## src/rtl/mips_pkg.sv

```systemverilog
// Shared MIPS pipeline encodings: branch kinds and the branch-resolve FSM states.
package mips_pkg;

    typedef enum logic [2:0] {
        BR_NONE = 3'd0,
        BR_BEQ  = 3'd1,
        BR_BNE  = 3'd2,
        BR_BGEZ = 3'd3,
        BR_BGTZ = 3'd4,
        BR_BLEZ = 3'd5,
        BR_BLTZ = 3'd6,
        BR_RSVD = 3'd7
    } br_type_e;

    typedef enum logic [1:0] {
        ST_IDLE     = 2'd0,
        ST_HOLD     = 2'd1,
        ST_REDIRECT = 2'd2
    } br_state_e;

    // A real branch is anything other than the "no branch" encoding.
    function automatic logic is_branch(input br_type_e t);
        return t != BR_NONE;
    endfunction

endpackage

```

## src/rtl/branch_resolve_if.sv

```systemverilog
// ID-stage branch request/response bundle between the decode pipeline
// (master) and the branch resolver (slave).
interface branch_resolve_if #(
    parameter int DW = 32
) ();
    logic          br_valid;
    logic [2:0]    br_type;
    logic          cmp_eq;
    logic          cmp_gez;
    logic          cmp_gtz;
    logic          cmp_lez;
    logic          cmp_ltz;
    logic          opnd_wait;
    logic [DW-1:0] pc_plus4;
    logic [DW-1:0] imm_ext;
    logic          br_ack;
    logic          stall_id;
    logic          pc_redirect;
    logic [DW-1:0] br_target;
    logic          flush_if;

    modport master (
        output br_valid, br_type, cmp_eq, cmp_gez, cmp_gtz, cmp_lez, cmp_ltz,
               opnd_wait, pc_plus4, imm_ext,
        input  br_ack, stall_id, pc_redirect, br_target, flush_if
    );

    modport slave (
        input  br_valid, br_type, cmp_eq, cmp_gez, cmp_gtz, cmp_lez, cmp_ltz,
               opnd_wait, pc_plus4, imm_ext,
        output br_ack, stall_id, pc_redirect, br_target, flush_if
    );
endinterface

```

## src/rtl/branch_resolve_br_cond.sv

```systemverilog
// Branch condition evaluation: branch kind + comparator flags -> taken.
module br_cond
    import mips_pkg::*;
(
    input  br_type_e br_type,
    input  logic     cmp_eq,
    input  logic     cmp_gez,
    input  logic     cmp_gtz,
    input  logic     cmp_lez,
    input  logic     cmp_ltz,
    output logic     taken
);

    // Select the flag matching the branch kind; NONE and reserved never take.
    always_comb begin
        taken = 1'b0;
        case (br_type)
            BR_BEQ:  taken = cmp_eq;
            BR_BNE:  taken = !cmp_eq;
            BR_BGEZ: taken = cmp_gez;
            BR_BGTZ: taken = cmp_gtz;
            BR_BLEZ: taken = cmp_lez;
            BR_BLTZ: taken = cmp_ltz;
            default: taken = 1'b0;
        endcase
    end

endmodule

```

## src/rtl/branch_resolve.sv

```systemverilog
// ID-stage branch resolver: stalls on operand hazards, acks resolved
// branches, and redirects/flushes fetch for one cycle on a taken branch.
// Optional statistics counters are built when BRANCH_STATS_EN is defined.
module branch_resolve
    import mips_pkg::*;
#(
    parameter int DW    = 32,
    parameter int CNT_W = 16
) (
    input  logic             clk,
    input  logic             rst_n,
    branch_resolve_if.slave  bif,
    output logic [CNT_W-1:0] br_cnt,
    output logic [CNT_W-1:0] taken_cnt
);

    br_state_e     state;
    br_type_e      btype;
    logic          is_br;
    logic          taken;
    logic          resolve;
    logic          enter_hold;
    logic          stall;
    logic          redirect_q;
    logic [DW-1:0] target_q;

    assign btype = br_type_e'(bif.br_type);
    assign is_br = is_branch(btype);

    br_cond u_cond (
        .br_type (btype),
        .cmp_eq  (bif.cmp_eq),
        .cmp_gez (bif.cmp_gez),
        .cmp_gtz (bif.cmp_gtz),
        .cmp_lez (bif.cmp_lez),
        .cmp_ltz (bif.cmp_ltz),
        .taken   (taken)
    );

    // Same-cycle resolve/stall decision; gated by rst_n so outputs drop during reset.
    always_comb begin
        resolve    = 1'b0;
        enter_hold = 1'b0;
        stall      = 1'b0;
        if (rst_n && bif.br_valid) begin
            case (state)
                ST_IDLE: begin
                    if (!is_br || !bif.opnd_wait) begin
                        resolve = 1'b1;
                    end else begin
                        enter_hold = 1'b1;
                        stall      = 1'b1;
                    end
                end
                ST_HOLD: begin
                    if (!bif.opnd_wait) resolve = 1'b1;
                    else                stall   = 1'b1;
                end
                default: ;
            endcase
        end
    end

    // FSM with registered redirect strobe and branch target.
    always_ff @(posedge clk or negedge rst_n) begin
        if (!rst_n) begin
            state      <= ST_IDLE;
            redirect_q <= 1'b0;
            target_q   <= '0;
        end else begin
            redirect_q <= 1'b0;
            case (state)
                ST_IDLE: begin
                    if (enter_hold) begin
                        state <= ST_HOLD;
                    end else if (resolve && taken) begin
                        state      <= ST_REDIRECT;
                        redirect_q <= 1'b1;
                        target_q   <= bif.pc_plus4 + (bif.imm_ext << 2);
                    end
                end
                ST_HOLD: begin
                    if (!bif.br_valid) begin
                        state <= ST_IDLE;
                    end else if (resolve) begin
                        if (taken) begin
                            state      <= ST_REDIRECT;
                            redirect_q <= 1'b1;
                            target_q   <= bif.pc_plus4 + (bif.imm_ext << 2);
                        end else begin
                            state <= ST_IDLE;
                        end
                    end
                end
                default: state <= ST_IDLE;
            endcase
        end
    end

    assign bif.br_ack      = resolve;
    assign bif.stall_id    = stall;
    assign bif.pc_redirect = redirect_q;
    assign bif.flush_if    = redirect_q;
    assign bif.br_target   = target_q;

`ifdef BRANCH_STATS_EN
    logic [CNT_W-1:0] br_q;
    logic [CNT_W-1:0] tk_q;

    // Saturating counts of resolved and taken real branches.
    always_ff @(posedge clk or negedge rst_n) begin
        if (!rst_n) begin
            br_q <= '0;
            tk_q <= '0;
        end else if (resolve && is_br) begin
            if (br_q != '1)           br_q <= br_q + CNT_W'(1);
            if (taken && tk_q != '1)  tk_q <= tk_q + CNT_W'(1);
        end
    end

    assign br_cnt    = br_q;
    assign taken_cnt = tk_q;
`else
    assign br_cnt    = '0;
    assign taken_cnt = '0;
`endif

endmodule

```

## src/flat_wrapper.sv

```systemverilog
// flat-port wrapper written by rule: the top's interface ports become plain ports
module branch_resolve_flat import mips_pkg::*;
#(
    parameter int DW    = 32,
    parameter int CNT_W = 16
)
  (clk, rst_n, br_cnt, taken_cnt, bif_br_valid, bif_br_type, bif_cmp_eq, bif_cmp_gez, bif_cmp_gtz, bif_cmp_lez, bif_cmp_ltz, bif_opnd_wait, bif_pc_plus4, bif_imm_ext, bif_br_ack, bif_stall_id, bif_pc_redirect, bif_br_target, bif_flush_if);
  branch_resolve_if #(.DW(DW)) bif_i ();
  input  logic clk;
  input  logic rst_n;
  output logic [CNT_W-1:0] br_cnt;
  output logic [CNT_W-1:0] taken_cnt;
  input wire logic [$bits(bif_i.br_valid)-1:0] bif_br_valid;
  input wire logic [$bits(bif_i.br_type)-1:0] bif_br_type;
  input wire logic [$bits(bif_i.cmp_eq)-1:0] bif_cmp_eq;
  input wire logic [$bits(bif_i.cmp_gez)-1:0] bif_cmp_gez;
  input wire logic [$bits(bif_i.cmp_gtz)-1:0] bif_cmp_gtz;
  input wire logic [$bits(bif_i.cmp_lez)-1:0] bif_cmp_lez;
  input wire logic [$bits(bif_i.cmp_ltz)-1:0] bif_cmp_ltz;
  input wire logic [$bits(bif_i.opnd_wait)-1:0] bif_opnd_wait;
  input wire logic [$bits(bif_i.pc_plus4)-1:0] bif_pc_plus4;
  input wire logic [$bits(bif_i.imm_ext)-1:0] bif_imm_ext;
  output wire logic [$bits(bif_i.br_ack)-1:0] bif_br_ack;
  output wire logic [$bits(bif_i.stall_id)-1:0] bif_stall_id;
  output wire logic [$bits(bif_i.pc_redirect)-1:0] bif_pc_redirect;
  output wire logic [$bits(bif_i.br_target)-1:0] bif_br_target;
  output wire logic [$bits(bif_i.flush_if)-1:0] bif_flush_if;
  assign bif_i.br_valid = bif_br_valid;
  assign bif_i.br_type = bif_br_type;
  assign bif_i.cmp_eq = bif_cmp_eq;
  assign bif_i.cmp_gez = bif_cmp_gez;
  assign bif_i.cmp_gtz = bif_cmp_gtz;
  assign bif_i.cmp_lez = bif_cmp_lez;
  assign bif_i.cmp_ltz = bif_cmp_ltz;
  assign bif_i.opnd_wait = bif_opnd_wait;
  assign bif_i.pc_plus4 = bif_pc_plus4;
  assign bif_i.imm_ext = bif_imm_ext;
  assign bif_br_ack = bif_i.br_ack;
  assign bif_stall_id = bif_i.stall_id;
  assign bif_pc_redirect = bif_i.pc_redirect;
  assign bif_br_target = bif_i.br_target;
  assign bif_flush_if = bif_i.flush_if;
  branch_resolve #(.DW(DW), .CNT_W(CNT_W)) u_core (.clk(clk), .rst_n(rst_n), .bif(bif_i), .br_cnt(br_cnt), .taken_cnt(taken_cnt));
endmodule
```

## config.mk

```make
export PLATFORM = sky130hd
export DESIGN_NAME = branch_resolve_flat
export DESIGN_NICKNAME = d
export VERILOG_FILES = /design/src/rtl/mips_pkg.sv /design/src/rtl/branch_resolve_if.sv /design/src/rtl/branch_resolve_br_cond.sv /design/src/rtl/branch_resolve.sv /design/src/flat_wrapper.sv
export SDC_FILE = /design/constraint.sdc
export NUM_CORES = 1
export LEC_CHECK = 0
export CAP_MARGIN = 15
export CORE_UTILIZATION = 39
export DETAILED_ROUTE_END_ITERATION = 8
export PLACE_DENSITY = 0.78
export SLEW_MARGIN = 15
export SYNTH_ARGS = -nofsm -noshare
export SYNTH_HDL_FRONTEND = slang
export SYNTH_SLANG_ARGS = --single-unit
```

## constraint.sdc

```tcl
create_clock -name clk -period 1.5 [get_ports clk]
set_input_delay 0.375 -clock clk [delete_from_list [all_inputs] [get_ports clk]]
set_output_delay 0.375 -clock clk [all_outputs]
set_load 0.02 [all_outputs]
```

# == Word-level counts from Yosys, hierarchy flattened ==
# Index checks and enable logic that the tools add are counted.
# word_totals
latchBits,0
word_cells,58
romBits,0
mem_count,0
mem_bits_rw,0
output_inout_bits,68
ff_bits,35
# op_classes
shifts,0
n_lt_le_gt_ge,0
mul,0
div,0
mux,29
n_eq_ne,14
addsub,1
reduce_logical,11
bitwise,0
# ops
op,n
2-to-1 mux 32 bit,5
case mux 32 bit (2 select lines),1
adder 32 bit,1
2-to-1 mux 1 bit,13
2-to-1 mux 2 bit,5
"equality test 3 bit, second input constant",3
"equality test 3 x 2 -> 1 bit, second input constant",2
"!= test 2 x 1 -> 1 bit, second input constant",3
case mux 1 bit (2 select lines),3
case mux 1 bit (6 select lines),1
AND reduction 6 bit,1
"!= test 2 bit, second input constant",2
case mux 2 bit (2 select lines),1
"equality test 3 x 1 -> 1 bit, second input constant",1
zero test 1 bit,3
"!= test 3 x 1 -> 1 bit, second input constant",1
"!= test 3 x 2 -> 1 bit, second input constant",1
nonzero test 3 bit,1
"equality test 2 x 1 -> 1 bit, second input constant",1
logical AND 1 bit,2
zero test 2 bit,1
AND reduction 2 bit,1
nonzero test 2 bit,1
logical OR 1 bit,1

# == Logic depth before layout (Yosys ltp) ==
# Gate-level depths: netlist of the first run.
# logic_depth
word_depth,10
mapped_depth,9
depth_no_buf,9

# == Hierarchy ==
# Synthesis of the first run repeated with hierarchy kept, for this count alone.
# unflattened
hier_cells,402
area_unflattened_um2,3278.1
# modules_own_cells
module,area_each_um2,instances,seq_area_each_um2,cells_each
branch_resolve,3210.6,1,875.8,394
br_cond,67.6,1,0.0,8

# == Least setup slack after synthesis of the first run ==
# Ideal clock, no wire load.
# synth_path
kind,in2reg
startpoint,in bif_br_type[2]
endpoint,reg u_core.target_q[28] (netlist: u_core.bif.br_target[28])
path_buffers,0
required_time_ns,1.370
path_slack_ns,-0.909
setup_ns,0.130
cell_stages,8
arrival_time_ns,2.278
cell_sequence,or3_1 -> o21ai_1 -> nor2b_1 -> nand3_2 -> inv_2 -> mux2_2 -> a41oi_1 -> o41ai_1
# synth_via
elab_chain_len,9
elab_cells_between_ends,22
classes_between,eq/ne (10); mux (7); reduce/logical (5)
# synth_rtl
item,line_no,rtl
from (decl),flat_wrapper.sv:14,input wire logic [$bits(bif_i.br_type)-1:0] bif_br_type;
nonzero test 3 bit *,mips_pkg.sv:23,return t != BR_NONE;
zero test 1 bit *,branch_resolve.sv:48,if (!is_br || !bif.opnd_wait) begin
logical OR 1 bit *,branch_resolve.sv:48,
2-to-1 mux 1 bit *,branch_resolve.sv:48,
case mux 1 bit (2 select lines) *,branch_resolve.sv:46,case (state)
2-to-1 mux 1 bit *,branch_resolve.sv:45,if (rst_n && bif.br_valid) begin
named net bif_br_ack,flat_wrapper.sv:23,output wire logic [$bits(bif_i.br_ack)-1:0] bif_br_ack;
logical AND 1 bit,branch_resolve.sv:76,end else if (resolve && taken) begin
!= test 2 x 1 -> 1 bit (no line),--,
AND reduction 6 bit (no line) *,--,
to (signal assigned),branch_resolve.sv:79,target_q <= bif.pc_plus4 + (bif.imm_ext << 2);
to (signal assigned),branch_resolve.sv:89,target_q <= bif.pc_plus4 + (bif.imm_ext << 2);
to (decl),branch_resolve.sv:25,logic [DW-1:0] target_q;
# The timed path passes the listed nets; every way through them passes the cells marked *.
# A chain may end at the register's enable or synchronous reset.

# == Worst setup path after layout of the first run ==
# layout_path
startpoint,in bif_imm_ext[26]
endpoint,reg u_core.target_q[30] (netlist: u_core.bif.br_target[30])
# layout_via
elab_chain_len,5
elab_cells_between_ends,7
classes_between,add/sub (1); mux (6)
# layout_rtl
item,line_no,rtl
from (decl),flat_wrapper.sv:22,input wire logic [$bits(bif_i.imm_ext)-1:0] bif_imm_ext;
adder 32 bit *,"branch_resolve.sv:79, branch_resolve.sv:89",
2-to-1 mux 32 bit,branch_resolve.sv:86,if (taken) begin
2-to-1 mux 32 bit,branch_resolve.sv:85,end else if (resolve) begin
2-to-1 mux 32 bit,branch_resolve.sv:83,if (!bif.br_valid) begin
case mux 32 bit (2 select lines) *,branch_resolve.sv:72,case (state)
# Mark *: on every way between the ends. The rest lies on a longest branch, timed or not. The select of a mux whose other input is x is not followed.

==> results of run 1 <==
==> critical path, stage by stage <==
cell and delay (ns):
clkdlybuf4s50_1 0.43, ha_1 0.31, buf_4 0.19, inv_1 0.05, o21bai_1 0.14, a21oi_1 0.12, buf_4 0.16, nand3_1 0.12
nor2_1 0.08, a211oi_1 0.42, nand3_2 0.12
==> stage by stage <==
| step | std cells | power (mW) | hold slack [ns] | utilization [%] |
|---|---|---|---|---|
| floorplan | 412 | 2.95 | 0.0794 | - |
| CTS | 725 | 5.30 | 0.189 | 74.1 |
| finish | 741 | 5.81 | 0.164 | 78.9 |
| global route | 741 | 6.05 | 0.197 | 78.9 |
| global placement | 664 | 4.16 | 0.410 | 62.6 |
| detailed placement | 664 | 4.23 | 0.422 | 62.6 |
==> report_power, final <==
part           total [mW]  switching (mW)  internal [mW]
sequential           1.50           0.249           1.25
combinational        3.40            1.78           1.62
clock               0.910           0.414          0.496
==> state kept, by name, summed over array words and instances, names as in the netlist <==
name	cells
u_core.bif.br_target	32
u_core.bif.flush_if	1
u_core.state	2
==> kinds of logic after synthesis <==
family | count (synthesis) | share of synthesized area [%]
adders and majority gates | 30 | 11.7
other | 1 | 0.114
and+or+nand+nor | 112 | 17.0
xor gates and xnor gates | 21 | 5.61
muxes | 9 | 3.02
DFF | 35 | 26.7
buffers and inverters | 57 | 12.3
AOI/OAI and AO/OA | 116 | 23.5
==> final cells by class <==
cell class	instances	area, um^2	area share, %
clock buffers	5	68.8	1.07
clock inverters	3	43.8	0.679
inverters	10	42.5	0.660
multi-input cells	321	2910	45.2
flip-flops and latches	35	876	13.6
well taps	105	131	2.04
repair buffers	262	2370	36.8
==> cells in the mapped netlist, drive strengths merged (2+ instances only) <==
cell / n / area share (%)
dfrtp: 35 / 27
mux2: 7 / 2.4
mux2i: 2 / 0.61
a21o: 13 / 3.0
inv: 10 / 1.1
xnor2: 12 / 3.2
o31ai: 3 / 0.84
o211ai: 4 / 0.92
o311ai: 3 / 0.80
and3: 6 / 1.1
a211oi: 4 / 1.1
nand3: 8 / 1.4
ha: 29 / 11
nor2: 19 / 2.2
o21a: 3 / 0.73
nor2b: 5 / 0.95
a221oi: 2 / 1.1
nand2: 45 / 5.2
or4: 4 / 1.0
clkbuf: 8 / 1.9
and4: 2 / 0.53
and2: 2 / 0.38
nand3b: 2 / 0.46
nor3: 5 / 0.76
o21bai: 6 / 1.4
o21ai: 30 / 4.6
nand4: 9 / 1.7
a211o: 3 / 0.80
a21oi: 33 / 5.0
xor2: 9 / 2.4
buf: 38 / 8.7
==> cell usage in the layout, fill, tap and decap left out, types with 5 or more instances in the layout <==
cell type / instances
clkdlybuf4s50_1: 17
o21ai_2: 9
dlygate4sd2_1: 46
a21oi_4: 6
nand4_1: 9
buf_16: 5
nand2_1: 32
nor2_1: 17
nand2_4: 6
buf_6: 35
a21o_1: 13
dfrtp_1: 35
o21ai_0: 5
nand2_2: 7
xnor2_1: 7
buf_4: 124
and3_4: 5
xnor2_2: 5
buf_2: 18
ha_4: 21
ha_1: 8
a21oi_1: 14
conb_1: 32
clkbuf_8: 5
xor2_1: 9
o21ai_1: 15
a21oi_2: 13
inv_1: 7
mux2_4: 6
==> layer usage <==
layer | up-vias | global-route usage, % | routed length (um) | share of wire (%)
met5 | - | 0 | 0 | 0
met3 | 122 | 3.96 | 1230 | 7.8
li1 | 1846 | - | - | -
met2 | 342 | 54.4 | 7860 | 50
met4 | 0 | 17.6 | 1160 | 7.4
met1 | 2089 | 32.6 | 5470 | 35
==> how the worst max path moves through the flow <==
stage                           startpoint                                    to  slack [ns]  cells past startpoint
after CTS                  bif_imm_ext[15]  u_core.bif.br_target[25]$_DFFE_PN0P_       -0.67                      8
after detailed placement    bif_imm_ext[0]  u_core.bif.br_target[30]$_DFFE_PN0P_       -1.37                     10
after global routing       bif_imm_ext[26]  u_core.bif.br_target[30]$_DFFE_PN0P_       -0.91                     11
final                      bif_imm_ext[26]  u_core.bif.br_target[30]$_DFFE_PN0P_       -0.85                     11
after floorplan           bif_pc_plus4[17]  u_core.bif.br_target[29]$_DFFE_PN0P_       -0.70                      7
after global placement      bif_imm_ext[0]  u_core.bif.br_target[30]$_DFFE_PN0P_       -1.29                     10
==> timing repair <==
action | 4_1_cts | 5_1_grt
pin swaps | 94 | 58
setup buffers | 48 | 18
gates resized for setup | 320 | 62
gates cloned | 6 | 2
endpoints found under the setup margin | 70 | 35
==> summary.md, run 1 <==
| Metric | Value |
|---|---|
| RSZ-0062 raised after global routing | `true` |
| Iteration-0 DRC Markers | `roughly 350` |
| Fillers | `roughly 460` |
| CP Launch Type | `primary input` |
| Number of flops mapped to enable cells by yosys | `0` |
| Layout overhead on the synthesized area | `96.8%` |
| Mapped Avg Cell Area | `8.60 um^2` |
| Final setup violation count | `35` |
| Maximum achievable frequency | `about 430 MHz` |
| R2R cell count | `7` |
| Placer congestion estimate | `0.898` |
| Grt ovf | `0` |
| Initial Utilization | `between 40% and 50%` |
| ANT nets after route | `0` |
| Final period util | `157%` |
| TritonCTS clock tree | `yes` |
| DR vias/cell | `5.94` |
| Routed wire per std cell | `21.2 um` |
| Hold crit path type | `in2async` |
| Failing checks | `negative setup slack` |
| Final Critical Period | `between 2 and 2.5 ns` |
| Worst slew margin | `between 60% and 70%` |
| Core area | `a little over 0.008 mm^2` |
| Max cap viols | `0` |
| Via count | `around 4400` |
| Inserted Diodes | `0` |
| YS warnings | `0` |
| Cell Pwr Density | `between 900 and 1000 mW/mm^2` |
| DIE WIDTH | `~94 um` |
| Hold Vio Cnt, Final | `0` |
| Critical Path RT | `1.67 ns` |
| Post-Route WL | `between 15000 and 20000 um` |
| Post-synth top flop | `dfrtp_1` |
| Sequential area share after synthesis | `a little over a quarter` |
| Number of global-route vias before repair | `~4300` |
| Worst-path maximum fanout | `10` |
| Slew @ Worst Pin | `around 0.5 ns` |
| Cts hold-fix bufs | `0` |
| Max-slew violations | `0` |
| FF-to-FF Start | `u_core.state[1]$_DFFE_PN0P_` |
| Clk_skew | `0.0173 ns` |
| First-pass GRT wire length | `roughly 20000 um` |
| Max Buffers Root-to-Sink | `2` |
| Crit. End Element | `register` |
| Setup TNS | `-15.76 ns` |
| Synthesis-stage register bit count | `35` |
| Die Height | `around 94 um` |
| Cells after Synth | `roughly 380` |
| Die Area | `between 0.008 and 0.009 mm^2` |
| Detailed placement HPWL | `7560 um` |
| Post-synth ARST share | `100%` |
| Reg clk slew, reported paths | `0.10 ns` |
| Total CTS buffers | `5` |
| Final Cell Area | `0.00645 mm^2` |
| FF-to-FF End | `u_core.bif.br_target[30]$_DFFE_PN0P_` |
| Layout cells sized above 1 | `roughly half` |
| CP arrival | `between 2 and 3 ns` |
| Final #Nets | `approximately 740` |
| DRC Markers | `0` |
| Critical path class | `in2reg` |
| Row Count | `33` |
| Clk root buf | `clkbuf_8` |
| Maximum VDD drop | `about 0.00057 V` |
| H-tree Lvls | `2` |
| Clock sink total | `35` |
| Initial antenna violation count | `0` |
| Total GRT Usage | `29.7%` |
| Setup WS pre-CTS | `-1.37 ns` |
| R2R Setup Slk | `-0.43 ns` |
| Port bufs | `roughly 110` |
| Largest net degree at the start of global routing | `38` |
| I/O pins | `around 140` |
| Post-synth cell types | `64` |
| LEAKAGE | `3.08 nW` |
| Final Worst Setup Slack | `-0.849 ns` |
| Drt first pass iters | `6` |
| DP Area | `slightly above 0.005 mm^2` |
| Worst skew pair latency | `about 0.30 ns` |
| Status | `finished, violations left` |
| Cell Area, Synth | `between 0.003 and 0.004 mm^2` |
Note: power is estimated with default switching activity, not from simulation.
==> run 2, diff against run 1 <==
Settings changed: REMOVE_ABC_BUFFERS set to 1.
==> run 2 against run 1 <==
- combinational power decreased by 7.9%
- worst hold slack improved by 0.057 ns
- final cell count decreased by 3.9%
- sequential share of layout area increased by 0.77 points
- critical endpoint is now u_core.bif.br_target[29]$_DFFE_PN0P_
- utilization decreased by 4.2 points
- total power decreased by 7.6%
- the run still ends with negative setup slack left
==> summary.md, run 2 (synthesized netlist as in run 1, its figures left out) <==
| Metric | Value |
|---|---|
| FF-to-FF Start | `u_core.state[1]$_DFFE_PN0P_` |
| Inserted Diodes | `0 (unchanged)` |
| Row Count | `33 (unchanged)` |
| RSZ-0062 raised after global routing | `true` |
| Worst hold margin | `0.222 ns (+0.0574 ns)` |
| Total CTS buffers | `5 (unchanged)` |
| Detailed placement HPWL | `7210 um (-4.6%)` |
| Worst skew pair latency | `0.30 ns (about the same)` |
| Port bufs | `109 (unchanged)` |
| Maximum achievable frequency | `446 MHz (+4.7%)` |
| Maximum VDD drop | `0.000517 V (-8.7%)` |
| Multi-input gate area | `0.00285 mm^2 (-2.3%)` |
| Final Critical Period | `2.24 ns (-0.105 ns)` |
| Critical path class | `in2reg` |
| CP Launch Point | `bif_imm_ext[14]` |
| Die Area | `0.00877 mm^2 (unchanged)` |
| Placer congestion estimate | `0.855 (-4.8%)` |
| ANT nets after route | `0 (unchanged)` |
| Clock sink total | `35 (unchanged)` |
| Post-Route WL | `13400 um (-15%)` |
| Reg clk slew, reported paths | `0.08 ns (-0.02 ns)` |
| CP arrival | `2.46 ns (-0.06 ns)` |
| DIE WIDTH | `93.7 um (unchanged)` |
| FF-to-FF End | `u_core.bif.br_target[28]$_DFFE_PN0P_` |
| H-tree Lvls | `2 (unchanged)` |
| Clk root buf | `clkbuf_8` |
| Drt first pass iters | `5 (-1)` |
| Hold crit path type | `in2async` |
| Cts hold-fix bufs | `0 (unchanged)` |
| DP Area | `0.00485 mm^2 (-5.2%)` |
| Final Cell Area | `0.00610 mm^2 (-5.3%)` |
| Max FFs per register | `32 (unchanged)` |
| R2R cell count | `7 (unchanged)` |
| Most frequent cells in the layout | `buf_4 (97), dlygate4sd2_1 (46), nand2_1 (37), dfrtp_1 (35), buf_6 (33)` |
| Status | `finished, violations left` |
| DR vias/cell | `5.56 (-6.3%)` |
| Final setup violation count | `35 (unchanged)` |
| First-pass GRT wire length | `19200 um (-5.3%)` |
| Design Power | `5.37 mW (-7.6%)` |
| Core area | `0.00818 mm^2 (unchanged)` |
| Initial antenna violation count | `0 (unchanged)` |
| Via count | `3962 (-9.9%)` |
| Setup WS pre-CTS | `-1.49 ns (-0.117 ns)` |
| Final #Nets | `712 (-3.9%)` |
| Cell Pwr Density | `880 mW/mm^2 (-2.4%)` |
| Worst-path maximum fanout | `6 (-4)` |
| Die Height | `93.7 um (unchanged)` |
| Initial Utilization | `40.1% (unchanged)` |
| Max cap viols | `0 (unchanged)` |
| CP Launch Type | `primary input` |
| Slew @ Worst Pin | `0.518 ns (+0.0162 ns)` |
| Routed wire per std cell | `18.8 um (-12%)` |
| Max-slew violations | `0 (unchanged)` |
| Total GRT Usage | `28.6% (-1.2 points)` |
| DRC Markers | `0 (unchanged)` |
| Crit. End Element | `register` |
| Critical Path RT | `1.71 ns (+0.04 ns)` |
| Max Buffers Root-to-Sink | `2 (unchanged)` |
| Iteration-0 DRC Markers | `273 (-23%)` |
| Final period util | `150% (-7.0 points)` |
| Layout cells sized above 1 | `46.3% (-4.7 points)` |
| Commonest non-fill, non-tap cell in the layout | `buf_4` |
| LEAKAGE | `2.89 nW (-6.3%)` |
| Final Worst Setup Slack | `-0.744 ns (+0.105 ns)` |
| Clk_skew | `0.00394 ns (-0.0133 ns)` |
| TritonCTS clock tree | `yes` |
| Layout overhead on the synthesized area | `86.3%` |
| Hold Vio Cnt, Final | `0 (unchanged)` |
| Largest net degree at the start of global routing | `38 (unchanged)` |
| Number of global-route vias before repair | `3963 (-7.2%)` |
| Grt ovf | `0 (unchanged)` |
| R2R Setup Slk | `-0.30 ns (+0.13 ns)` |
| Failing checks | `negative setup slack` |
| Reg area | `876 um^2 (unchanged)` |
| Fillers | `526 (+15%)` |
| Worst slew margin | `65.4% (-0.88 points)` |
| Worst setup path end | `u_core.bif.br_target[29]$_DFFE_PN0P_` |
| I/O pins | `144 (unchanged)` |
| Setup TNS | `-14.04 ns (+1.72 ns)` |
==> run 2: worst max-delay path, stage by stage <==
cell	delay, ns
buf_6	0.10
ha_4	0.32
buf_6	0.11
nand2_2	0.05
or3b_4	0.39
or4_4	0.51
a211oi_4	0.35
nor3_2	0.09
o31ai_2	0.18
==> run 2: worst min-delay path by stage <==
stage                                startpoint  slack, ns  cells after the start                              endpoint
floorplan                                 rst_n       0.08                      0   u_core.bif.br_target[0]$_DFFE_PN0P_
global placement    u_core.state[1]$_DFFE_PN0P_       0.41                      1           u_core.state[0]$_DFFE_PN0P_
detailed placement  u_core.state[1]$_DFFE_PN0P_       0.42                      1           u_core.state[0]$_DFFE_PN0P_
CTS                                       rst_n       0.24                      2  u_core.bif.br_target[12]$_DFFE_PN0P_
global route                              rst_n       0.26                      2   u_core.bif.br_target[8]$_DFFE_PN0P_
finish                                    rst_n       0.22                      2  u_core.bif.br_target[12]$_DFFE_PN0P_
==> run 2: what timing repair did <==
action,CTS,global route
resized for setup,334,68
setup endpoints to repair,70,36
gates cloned,3,4
pin swaps,83,36
buffers inserted,36,12
==> run 2: area by class of cell <==
| cell class | count | share of cell area (%) |
|---|---|---|
| Inverter | 10 | 0.656 |
| Tap cell | 105 | 2.15 |
| Sequential cell | 35 | 14.3 |
| Timing Repair Buffer | 234 | 34.6 |
| Multi-Input combinational cell | 320 | 46.6 |
| Clock buffer | 8 | 1.64 |
==> run 2: power breakdown <==
part / leakage [nW] / internal [mW] / switching [mW] / total, mW
registers: 0.440 / 1.25 / 0.193 / 1.44
logic: 2.39 / 1.49 / 1.64 / 3.13
clock network: 0.0515 / 0.420 / 0.375 / 0.795
total: 2.89 / 3.17 / 2.20 / 5.37
==> run 2: per-layer routing <==
metal	global-route usage (%)	part of all wire, %	vias to the layer above
li1	-	-	1772
met1	30.6	36	1895
met2	53.2	51	233
met3	5.74	8.1	62
met4	13.7	5.2	0
met5	0	0	-
==> run 2: through the flow <==
step                      util [%]  std cells
final                         74.7        712
after detailed placement      59.4        660
after global routing          74.7        712
after CTS                     70.8        703
after floorplan                  -        365
after global placement        59.4        660
==> run 3, diff against run 2 <==
Settings changed: GPL_TIMING_DRIVEN set to 0.
==> run 3 against run 2 <==
- total power is 0.97% lower
- combinational power is 2% lower
- utilization is 2.2 points lower
- the run still ends with negative setup slack left
==> summary.md, run 3 (synthesized netlist as in run 1, its figures left out) <==
| Metric | Value |
|---|---|
| Clk root buf | `clkbuf_8` |
| Critical path, cell by cell | `buf_2 > ha_4 > buf_4 > and3_4 > nand2_1 > a211o_1 > and3_4 > o31a_1 > or4_1 > nand3_1` |
| CP arrival | `2.60 ns (+0.14 ns)` |
| Reg clk slew, reported paths | `0.08 ns (about the same)` |
| Port bufs | `109 (unchanged)` |
| Layout cells sized above 1 | `42.4% (-3.9 points)` |
| Worst-path maximum fanout | `5 (-1)` |
| Non-filler cells, final | `680 (-4.5%)` |
| Failing checks | `negative setup slack` |
| Placer congestion estimate | `0.853 (-0.22%)` |
| Hold Vio Cnt, Final | `0 (unchanged)` |
| Post-Route WL | `13600 um (+1.6%)` |
| Worst hold margin | `0.140 ns (-0.0821 ns)` |
| RSZ-0062 raised after global routing | `true` |
| Cell Pwr Density | `898 mW/mm^2 (+2.1%)` |
| Critical path class | `in2reg` |
| Worst stage delay on the critical path | `0.51 ns (about the same)` |
| Total GRT Usage | `27.3% (-1.3 points)` |
| DR vias/cell | `5.78 (+3.8%)` |
| Most frequent cells in the layout | `buf_4 (57), dlygate4sd2_1 (46), nand2_1 (37), dfrtp_1 (35), buf_6 (34)` |
| Max Buffers Root-to-Sink | `2 (unchanged)` |
| Final period util | `158% (+8.2 points)` |
| Final Critical Period | `2.37 ns (+0.123 ns)` |
| Clock sink total | `35 (unchanged)` |
| Detailed placement HPWL | `6380 um (-11%)` |
| Hold crit path type | `in2async` |
| LEAKAGE | `2.67 nW (-7.6%)` |
| Crit-path slowest cell | `or4_1` |
| Iteration-0 DRC Markers | `192 (-30%)` |
| H-tree Lvls | `2 (unchanged)` |
| Max-slew violations | `0 (unchanged)` |
| Die Height | `93.7 um (unchanged)` |
| Final setup violation count | `35 (unchanged)` |
| Fillers | `544 (+3.4%)` |
| Number of global-route vias before repair | `3801 (-4.1%)` |
| Core area | `0.00818 mm^2 (unchanged)` |
| Max cap viols | `0 (unchanged)` |
| CP Launch Type | `primary input` |
| Grt ovf | `0 (unchanged)` |
| Worst slew margin | `57.7% (-7.8 points)` |
| Inserted Diodes | `0 (unchanged)` |
| Commonest non-fill, non-tap cell in the layout | `buf_4` |
| Row Count | `33 (unchanged)` |
| ANT nets after route | `0 (unchanged)` |
| TritonCTS clock tree | `yes` |
| DRC Markers | `0 (unchanged)` |
| Crit. End Element | `register` |
| Worst skew pair latency | `0.29 ns (about the same)` |
| Design Power | `5.32 mW (-0.97%)` |
| Cell mode on critical path | `and3_4` |
| Final Worst Setup Slack | `-0.867 ns (-0.123 ns)` |
| Drt first pass iters | `7 (+2)` |
| Max FFs per register | `32 (unchanged)` |
| Largest net degree at the start of global routing | `16 (-58%)` |
| Maximum VDD drop | `0.000403 V (-22%)` |
| I/O pins | `144 (unchanged)` |
| Maximum achievable frequency | `423 MHz (-5.2%)` |
| Cell total after placement | `580 (-12%)` |
| Final #Nets | `680 (-4.5%)` |
| First-pass GRT wire length | `18500 um (-3.6%)` |
| Initial antenna violation count | `0 (unchanged)` |
| Die Area | `0.00877 mm^2 (unchanged)` |
| Critical Path RT | `1.73 ns (+0.02 ns)` |
| Clk_skew | `0.00973 ns (+0.00579 ns)` |
| Via count | `3929 (-0.83%)` |
| DIE WIDTH | `93.7 um (unchanged)` |
| Initial Utilization | `40.1% (unchanged)` |
| Slew @ Worst Pin | `0.633 ns (+0.114 ns)` |
| Status | `finished, violations left` |
| Layout overhead on the synthesized area | `80.8%` |
| Total CTS buffers | `5 (unchanged)` |
| Routed wire per std cell | `20.0 um (+6.4%)` |
## run 3: changes by cell type in the layout (fill, tap and decap cells not counted), sizes merged
cell	previous run	this run
nand3	8	14
clkdlybuf4s15	0	7
buf	157	119
clkbuf	17	8
dlygate4sd3	0	2
clkdlybuf4s50	21	19
dlymetal6s2s	0	2
## run 3: path summary, 6_finish.rpt
check | startpoint | end | slack (ns) | depth (start not counted)
max | bif_pc_plus4[15] | u_core.bif.br_target[30]$_DFFE_PN0P_ | -0.87 | 10
min | rst_n | u_core.bif.br_target[15]$_DFFE_PN0P_ | 0.14 | 2
max reg2reg | u_core.state[0]$_DFFE_PN0P_ | u_core.bif.br_target[28]$_DFFE_PN0P_ | -0.31 | 7
min reg2reg | u_core.state[1]$_DFFE_PN0P_ | u_core.state[0]$_DFFE_PN0P_ | 0.45 | 1
max in group asynchronous | rst_n | u_core.bif.br_target[0]$_DFFE_PN0P_ | 0.31 | 3
min in group clk | bif_pc_plus4[2] | u_core.bif.br_target[2]$_DFFE_PN0P_ | 0.44 | 3
## run 3: critical path, delay by kind of cell
family	cells	cell delay, ns
AND/OR/NAND/NOR	5	1.03
AO/OA/AOI/OAI	2	0.64
adder cells (fa/ha/maj)	1	0.30
buffers and inverters	2	0.24
## run 3: final cells by class
| class | instances | area, um^2 | share of cell area, % |
|---|---|---|---|
| clock buffers | 8 | 100 | 1.69 |
| inverters | 10 | 45.0 | 0.760 |
| multi-input cells | 326 | 2960 | 50.0 |
| flip-flops and latches | 35 | 876 | 14.8 |
| well taps | 105 | 131 | 2.22 |
| repair buffers | 196 | 1810 | 30.6 |
## run 3: repair_timing
item	in CTS	in global routing
hold buffers	2	0
setup endpoints to repair	70	36
setup buffers	62	23
hold endpoints to repair	7	0
gates resized for setup	348	71
pin swaps	92	39
gates cloned	7	0
## run 3: metrics by stage
step	TNS [ns]	cell area [um^2]	util (%)	setup WS, ns
2_1_floorplan	-37.51	3030	-	-1.63
3_3_place_gp	-128.30	4250	52.0	-3.38
3_5_place_dp	-64.91	4260	52.2	-2.53
4_1_cts	-14.48	5480	67.0	-0.740
5_1_grt	-18.52	5920	72.5	-0.965
6_report	-16.55	5920	72.5	-0.867
## run 3: layer usage
layer	GRT usage (%)	vias up	part of all wire, %
met1	31.6	1893	38
met3	5.34	69	7.4
met4	11.0	0	4.8
li1	-	1727	-
met2	49.1	240	50
met5	0	-	0
## run 3: where the power goes
part	internal, mW	switching, mW
registers	1.25	0.201
logic	1.44	1.64
clock network	0.420	0.364
